### src/rtl/operand_mux_pipe.sv
// N-way operand selector with direct or round-robin channel choice, feeding a
// registered two-entry elastic buffer with valid/ready on both sides.
module operand_mux_pipe #(
  parameter  int WIDTH  = 32,
  parameter  int NUM_IN = 4,
  localparam int SEL_W  = $clog2(NUM_IN)
) (
  input  logic                    clk,
  input  logic                    reset,
  input  logic [NUM_IN*WIDTH-1:0] in_data,
  input  logic [SEL_W-1:0]        in_sel,
  input  logic                    mode,
  input  logic                    in_valid,
  output logic                    in_ready,
  output logic [WIDTH-1:0]        out_data,
  output logic [SEL_W-1:0]        out_chan,
  output logic                    out_err,
  output logic                    out_valid,
  input  logic                    out_ready
);

  localparam logic [SEL_W-1:0] LAST_CH = SEL_W'(NUM_IN - 1);

  logic [1:0]       r_count, w_count_next;
  logic [SEL_W-1:0] r_rr_ptr, w_rr_ptr_next;

  // Entry 0 is always the head; entry 1 only holds data when count is 2.
  logic [WIDTH-1:0] r_data0, r_data1, w_data0_next, w_data1_next;
  logic [SEL_W-1:0] r_chan0, r_chan1, w_chan0_next, w_chan1_next;
  logic             r_err0, r_err1, w_err0_next, w_err1_next;

  logic [WIDTH-1:0] w_chan_data [NUM_IN];
  logic [SEL_W-1:0] w_ch;
  logic             w_oob;
  logic [WIDTH-1:0] w_new_data;
  logic             w_push, w_pop;

  for (genvar gi = 0; gi < NUM_IN; gi++) begin : g_chan
    assign w_chan_data[gi] = in_data[gi*WIDTH +: WIDTH];
  end

  assign w_ch       = mode ? r_rr_ptr : in_sel;
  // Out-of-range selects only exist when NUM_IN is not a power of two.
  assign w_oob      = !mode && (32'(in_sel) >= 32'(NUM_IN));
  assign w_new_data = w_oob ? '0 : w_chan_data[w_ch];

  assign in_ready  = (r_count != 2'd2);
  assign out_valid = (r_count != 2'd0);
  assign out_data  = r_data0;
  assign out_chan  = r_chan0;
  assign out_err   = r_err0;

  assign w_push = in_valid && in_ready;
  assign w_pop  = out_valid && out_ready;

  always_comb begin
    w_count_next  = r_count;
    w_rr_ptr_next = r_rr_ptr;
    w_data0_next  = r_data0;
    w_chan0_next  = r_chan0;
    w_err0_next   = r_err0;
    w_data1_next  = r_data1;
    w_chan1_next  = r_chan1;
    w_err1_next   = r_err1;

    if (w_push && mode) begin
      w_rr_ptr_next = (r_rr_ptr == LAST_CH) ? '0 : r_rr_ptr + 1'b1;
    end

    case (r_count)
      2'd0: begin
        if (w_push) begin
          w_data0_next = w_new_data;
          w_chan0_next = w_ch;
          w_err0_next  = w_oob;
          w_count_next = 2'd1;
        end
      end
      2'd1: begin
        if (w_push && w_pop) begin
          w_data0_next = w_new_data;
          w_chan0_next = w_ch;
          w_err0_next  = w_oob;
        end else if (w_push) begin
          w_data1_next = w_new_data;
          w_chan1_next = w_ch;
          w_err1_next  = w_oob;
          w_count_next = 2'd2;
        end else if (w_pop) begin
          w_count_next = 2'd0;
        end
      end
      default: begin
        // Full: in_ready is low, so only a pop can happen here.
        if (w_pop) begin
          w_data0_next = r_data1;
          w_chan0_next = r_chan1;
          w_err0_next  = r_err1;
          w_count_next = 2'd1;
        end
      end
    endcase
  end

  always_ff @(posedge clk) begin
    if (reset) begin
      r_count  <= '0;
      r_rr_ptr <= '0;
      r_data0  <= '0;
      r_chan0  <= '0;
      r_err0   <= 1'b0;
      r_data1  <= '0;
      r_chan1  <= '0;
      r_err1   <= 1'b0;
    end else begin
      r_count  <= w_count_next;
      r_rr_ptr <= w_rr_ptr_next;
      r_data0  <= w_data0_next;
      r_chan0  <= w_chan0_next;
      r_err0   <= w_err0_next;
      r_data1  <= w_data1_next;
      r_chan1  <= w_chan1_next;
      r_err1   <= w_err1_next;
    end
  end

endmodule

### config.mk
export PLATFORM = sky130hd
export DESIGN_NAME = operand_mux_pipe
export DESIGN_NICKNAME = d
export VERILOG_FILES = /design/src/rtl/operand_mux_pipe.sv
export SDC_FILE = /design/constraint.sdc
export NUM_CORES = 1
export LEC_CHECK = 0
export CORE_ASPECT_RATIO = 0.9
export CORE_MARGIN = 10
export CORE_UTILIZATION = 46
export CTS_BUF_LIST = sky130_fd_sc_hd__clkbuf_4 sky130_fd_sc_hd__clkbuf_8 sky130_fd_sc_hd__clkbuf_16
export CTS_CLUSTER_DIAMETER = 30
export DETAILED_ROUTE_END_ITERATION = 10
export GPL_TIMING_DRIVEN = 1
export MAX_ROUTING_LAYER = met4
export PLACE_DENSITY = 0.87
export SLEW_MARGIN = 20
export SYNTH_ARGS = -nofsm -noshare
export SYNTH_HDL_FRONTEND = slang
export SYNTH_SLANG_ARGS = --single-unit
### constraint.sdc
create_clock -name clk -period 3.3 [get_ports clk]
set_clock_uncertainty 0.2 [all_clocks]
set_input_delay 0.825 -clock clk [delete_from_list [all_inputs] [get_ports clk]]
set_output_delay 0.825 -clock clk [all_outputs]
set_load 0.05 [all_outputs]
# After elaboration in Yosys (flattened, before gate mapping)
# Cells that the tools add are included.
# Widths: inputs -> output; s select.
op_classes:
  n_addsub: 1
  order_cmp: 1
  eq_ne: 7
  n_mux: 23
  bitwise: 2
  n_reduce_logical: 10
ops:
  columns: ["operator", "count"]
  rows:
  - ["$mux 32", 5]
  - ["$bmux 32 s2", 1]
  - ["$pmux 32 s2", 1]
  - ["$mux 2", 10]
  - ["$ne 2x2->1 const B", 4]
  - ["$pmux 2 s2", 2]
  - ["$reduce_and 3->1", 2]
  - ["$logic_and 1x1->1", 4]
  - ["$reduce_and 4->1", 1]
  - ["$ge 3x3->1 const B", 1]
  - ["$mux 1", 3]
  - ["$ne 3x3->1 const B", 1]
  - ["$not 2->3", 1]
  - ["$reduce_bool 3->1", 1]
  - ["$add 2x1->2 const B", 1]
  - ["$eq 2x1->1 const B", 1]
  - ["$eq 2x2->1 const B", 1]
  - ["$logic_not 2->1", 1]
  - ["$pmux 1 s2", 1]
  - ["$reduce_bool 2->1", 1]
  - ["$not 1->1", 1]
word_totals:
  reg_bits: 73
  elab_cells: 51

# Longest topological paths before layout
depth:
  ltp_word: 7
  mapped_depth: 6
  depth_no_buf: 4

# Worst setup path after synthesis
# Ideal clock, no wire load.
synth_path:
  path_kind: "input -> register"
  from: "input port mode"
  to: "register r_data0[11] (netlist: out_data[11])"
  setup_time_ps: 103
  t_arrival_ps: 2175
  slack_ps: 821
  cell_stages: 4
  path_buffers: 1
  path_cell_list: "mux2i_1 clkbuf_2 mux2_2 a2111oi_2"
synth_via:
  elab_chain_len: 7
  elab_cells_between_ends: 8
synth_lines:
  columns: ["item", "line_no", "source"]
  rows:
  - ["from (decl)", "12", "input logic mode,"]
  - ["$mux 2 (*)", "42", "assign w_ch = mode ? r_rr_ptr : in_sel;"]
  - ["$not 2->3 (not written as such) (*)", "45", "assign w_new_data = w_oob ? '0 : w_chan_data[w_ch];"]
  - ["$bmux 32 s2 (*)", "45", null]
  - ["$mux 32 (not written as such) (*) (2 in a row)", "45", null]
  - ["$mux 32 (on tied branches)", "80, 72", null]
  - ["$pmux 32 s2 (*)", "70", "case (r_count)"]
  - ["to (signal assigned)", "118", "r_data0 <= w_data0_next;"]
  - ["to (decl)", "28", "logic [WIDTH-1:0] r_data0, r_data1, w_data0_next, w_data1_next;"]
# Mark *: on every way between the ends. The rest lies on a longest branch, timed or not. The select of a mux whose other input is x is not followed.
# A chain may end at the register's enable or synchronous reset.

# Final worst setup path
layout_path:
  from: "register r_count[1]"
  to: "output port out_valid"
layout_via:
  elab_chain_len: 1
layout_lines:
  columns: ["item", "line_no", "source"]
  rows:
  - ["from (decl)", "24", "logic [1:0] r_count, w_count_next;"]
  - ["from (signal assigned)", "116", "r_count <= w_count_next;"]
  - ["$reduce_bool 2->1", "48", "assign out_valid = (r_count != 2'd0);"]
  - ["to (decl)", "18", "output logic out_valid,"]
# Every way passes these cells.

==> results.json <==
{
  "outcome": "completed",
  "preCtsSetupSlack_ns": 0.124,
  "dieHeight_um": 108,
  "dpl.hpwl_mm": 9.41,
  "asyncSetResetFlopFracSynth": 0,
  "vdd.ir_drop.worst_v": 0.000263,
  "max_clock_freq_mhz": 332,
  "initial_core_util": 0.479,
  "synth.cell_area_um2": 3920,
  "synth_most_common_cell": "sky130_fd_sc_hd__nor2_1",
  "grtUsageMet3": 0.0641,
  "clock_sink_count": 72,
  "dieWidth_um": 117,
  "final_period_minus_worst_setup_slack_ns": 3.01,
  "cts_tree": "built",
  "yosys_warnings": 0,
  "worstHoldPathType": "reg -> reg",
  "cts-resized-gates": 0,
  "avg_wl_per_cell_um": 18.8,
  "timing.critical_path.fanout_max": 13,
  "share_of_final_layout_standard_cells_stronger_than_drive_strength_1": 0.185,
  "clk_latency_ns": 0.34,
  "drt-total-wl_mm": 12.2,
  "cp.arrival_ns": 1.98,
  "routabilityCongestion": 0.758,
  "use_met2": 0.327,
  "worstHoldEndpoint": "r_data1[14]",
  "tritoncts.num_buffers": 9,
  "seq_area_frac_synth": 0.368,
  "finalHoldViolations": 0,
  "worstHoldStart": "r_data1[14]",
  "synth.lib_cells_used.distinct": 29,
  "regToRegEndpoint": "r_data1[17]",
  "cap_viol_max_count": 0,
  "clock_tree.root_cell": "sky130_fd_sc_hd__clkbuf_8",
  "synth_area_leader_cell": "sky130_fd_sc_hd__dfxtp_1",
  "drt_iter0_markers": 108,
  "detailed_routing_iterations_pass_1": 4,
  "timing.setup.tns_ns": 0,
  "synthesis.area_per_instance_um2": 10.6,
  "floorplan.die_area_um2": 12600,
  "rsz_0062_raised_after_global_routing": "false",
  "grt_pass1_wl_mm": 19.3,
  "synth_top_area_frac": 0.368,
  "synth.top_cells.by_area": "sky130_fd_sc_hd__dfxtp_1, sky130_fd_sc_hd__mux2i_1, sky130_fd_sc_hd__a2111oi_2, sky130_fd_sc_hd__mux2_2, sky130_fd_sc_hd__nor2_1",
  "worstSetupEndpointType": "primary output",
  "postCtsSetupBuffers": 0,
  "post-route-drc-count": 0,
  "worst-endpoint-required_ns": 2.27,
  "track_usage": 0.195,
  "clockBufferDepth": 2,
  "clock_tree.htree_level_count": 3,
  "net_count_after_synthesis": 504,
  "congestion_overflow_gr": 0,
  "syn_to_final_growth_pct": 52.4,
  "synth_enable_flop_cells": 0,
  "timing.hold.worst_path_depth": 1,
  "setup_crit_start_kind": "flop",
  "num_ports": 172,
  "final.period_utilization": 0.912,
  "postSynthRegisterBits": 72,
  "power.leakage_nw": 2.49,
  "route.vias.total": 3492,
  "synth.top_cells.by_count": "sky130_fd_sc_hd__nor2_1, sky130_fd_sc_hd__dfxtp_1, sky130_fd_sc_hd__mux2i_1",
  "post_cts_hold_buffer_count": 0,
  "grt_pass1_vias": 3889,
  "finalWorstSetupSlack_ns": 0.290,
  "clk_pin_slew_ns": 0.07,
  "setup_slack_on_the_worst_flop_to_flop_path_ns": 1.07,
  "layout.filler_cells": 602,
  "core-area_um2": 8180,
  "worst-slew-pin-transition_ns": 0.850,
  "cellPowerDensity_nw_per_um2": 435,
  "portBuffers": 170,
  "r2r_start": "r_count[1]",
  "finalMaxSlewViolations": 0,
  "final_number_of_setup_violating_endpoints": 0,
  "yosys_most_used_dff": "sky130_fd_sc_hd__dfxtp_1",
  "avgViaCountPerCell": 5.37,
  "global_route.peak_usage_layer": "met2",
  "netlist_instances": 368,
  "postRouteAntennaNets": 0,
  "critPathKind": "reg -> out",
  "relSlewSlack": 0.433,
  "core.rowCount": 31,
  "finalNetCount": 665,
  "grt_max_degree": 41,
  "grt_antenna_before_repair": 1,
  "grt_use_met1": 0.211,
  "timing.reg2reg.worst_path_depth": 4
}
[area by class of cell]
type | count | area [µm²] | share of cell area
Tap cell | 115 | 144 | 0.0241
Timing Repair Buffer | 182 | 1840 | 0.307
Antenna cell | 1 | 2.50 | 0.000419
Sequential cell | 72 | 1440 | 0.241
Clock inverter | 5 | 104 | 0.0174
Clock buffer | 11 | 145 | 0.0243
Inverter | 1 | 3.75 | 0.000628
Multi-Input combinational cell | 263 | 2300 | 0.384
[critical path: stages, from the launching register on]
cell	delay (ns)
sky130_fd_sc_hd__dfxtp_1	0.60
sky130_fd_sc_hd__nor2_1	0.14
sky130_fd_sc_hd__inv_1	0.09
sky130_fd_sc_hd__clkdlybuf4s50_1	0.81
[registers in the layout, indices dropped and copies added (netlist names)]
register / count
out_chan: 2
r_data1: 32
out_data: 32
r_rr_ptr: 2
r_chan1: 2
r_count: 2
[kinds of logic after synthesis]
family / count (synthesis) / share of synthesized area
flip-flops: 72 / 0.368
AND/OR/NAND/NOR: 87 / 0.0891
adder cells (fa/ha/maj): 1 / 0.00319
AO/OA/AOI/OAI: 70 / 0.208
buffers and inverters: 33 / 0.0540
multiplexers: 104 / 0.277
other: 1 / 0.000957
[layout by cell type, fill, tap and decap left out, drive strengths merged, types with 2 or more instances in the layout]
| cell type | synthesis | routed |
|---|---|---|
| clkinv | 0 | 2 |
| nor2 | 75 | 75 |
| nand2b | 2 | 2 |
| a211oi | 2 | 2 |
| buf | 13 | 13 |
| o21ai | 2 | 2 |
| o2bb2ai | 31 | 31 |
| a2111oi | 32 | 32 |
| clkdlybuf4s50 | 0 | 169 |
| mux2 | 34 | 34 |
| mux2i | 70 | 70 |
| nand2 | 4 | 4 |
| clkbuf | 19 | 11 |
| bufinv | 0 | 3 |
| dfxtp | 72 | 72 |
| nor3 | 3 | 3 |
[worst max-delay path by stage]
stage                    start            to  depth (start not counted)
finish              r_count[1]     out_valid                          3
global route        r_count[1]     out_valid                          3
CTS                 r_count[1]     out_valid                          3
detailed placement        mode  out_data[21]                          6
global placement          mode  out_data[29]                          6
floorplan                 mode  out_data[11]                          4
[per-stage QoR]
step | util | total power (W) | hold WS, ns | cell area (µm²) | std cells
floorplan | - | 0.00145 | 0.233 | 3920 | 368
global placement | 0.699 | 0.00175 | 0.244 | 5720 | 633
detailed placement | 0.699 | 0.00177 | 0.247 | 5720 | 633
CTS | 0.730 | 0.00262 | 0.268 | 5970 | 649
global route | 0.730 | 0.00270 | 0.278 | 5970 | 650
finish | 0.730 | 0.00260 | 0.266 | 5970 | 650
[routing by layer]
layer / part of all wire / up-vias
li1: - / 1694
met1: 0.40 / 1645
met2: 0.49 / 132
met3: 0.082 / 21
met4: 0.026 / 0
met5: 0 / -
[power by group]
part | switching, W | internal [W]
logic | 0.000405 | 0.000385
clock network | 0.000318 | 0.000531
registers | 0.0000334 | 0.000925
total | 0.000757 | 0.00184
No activity file was read; power rests on OpenSTA's default activity.
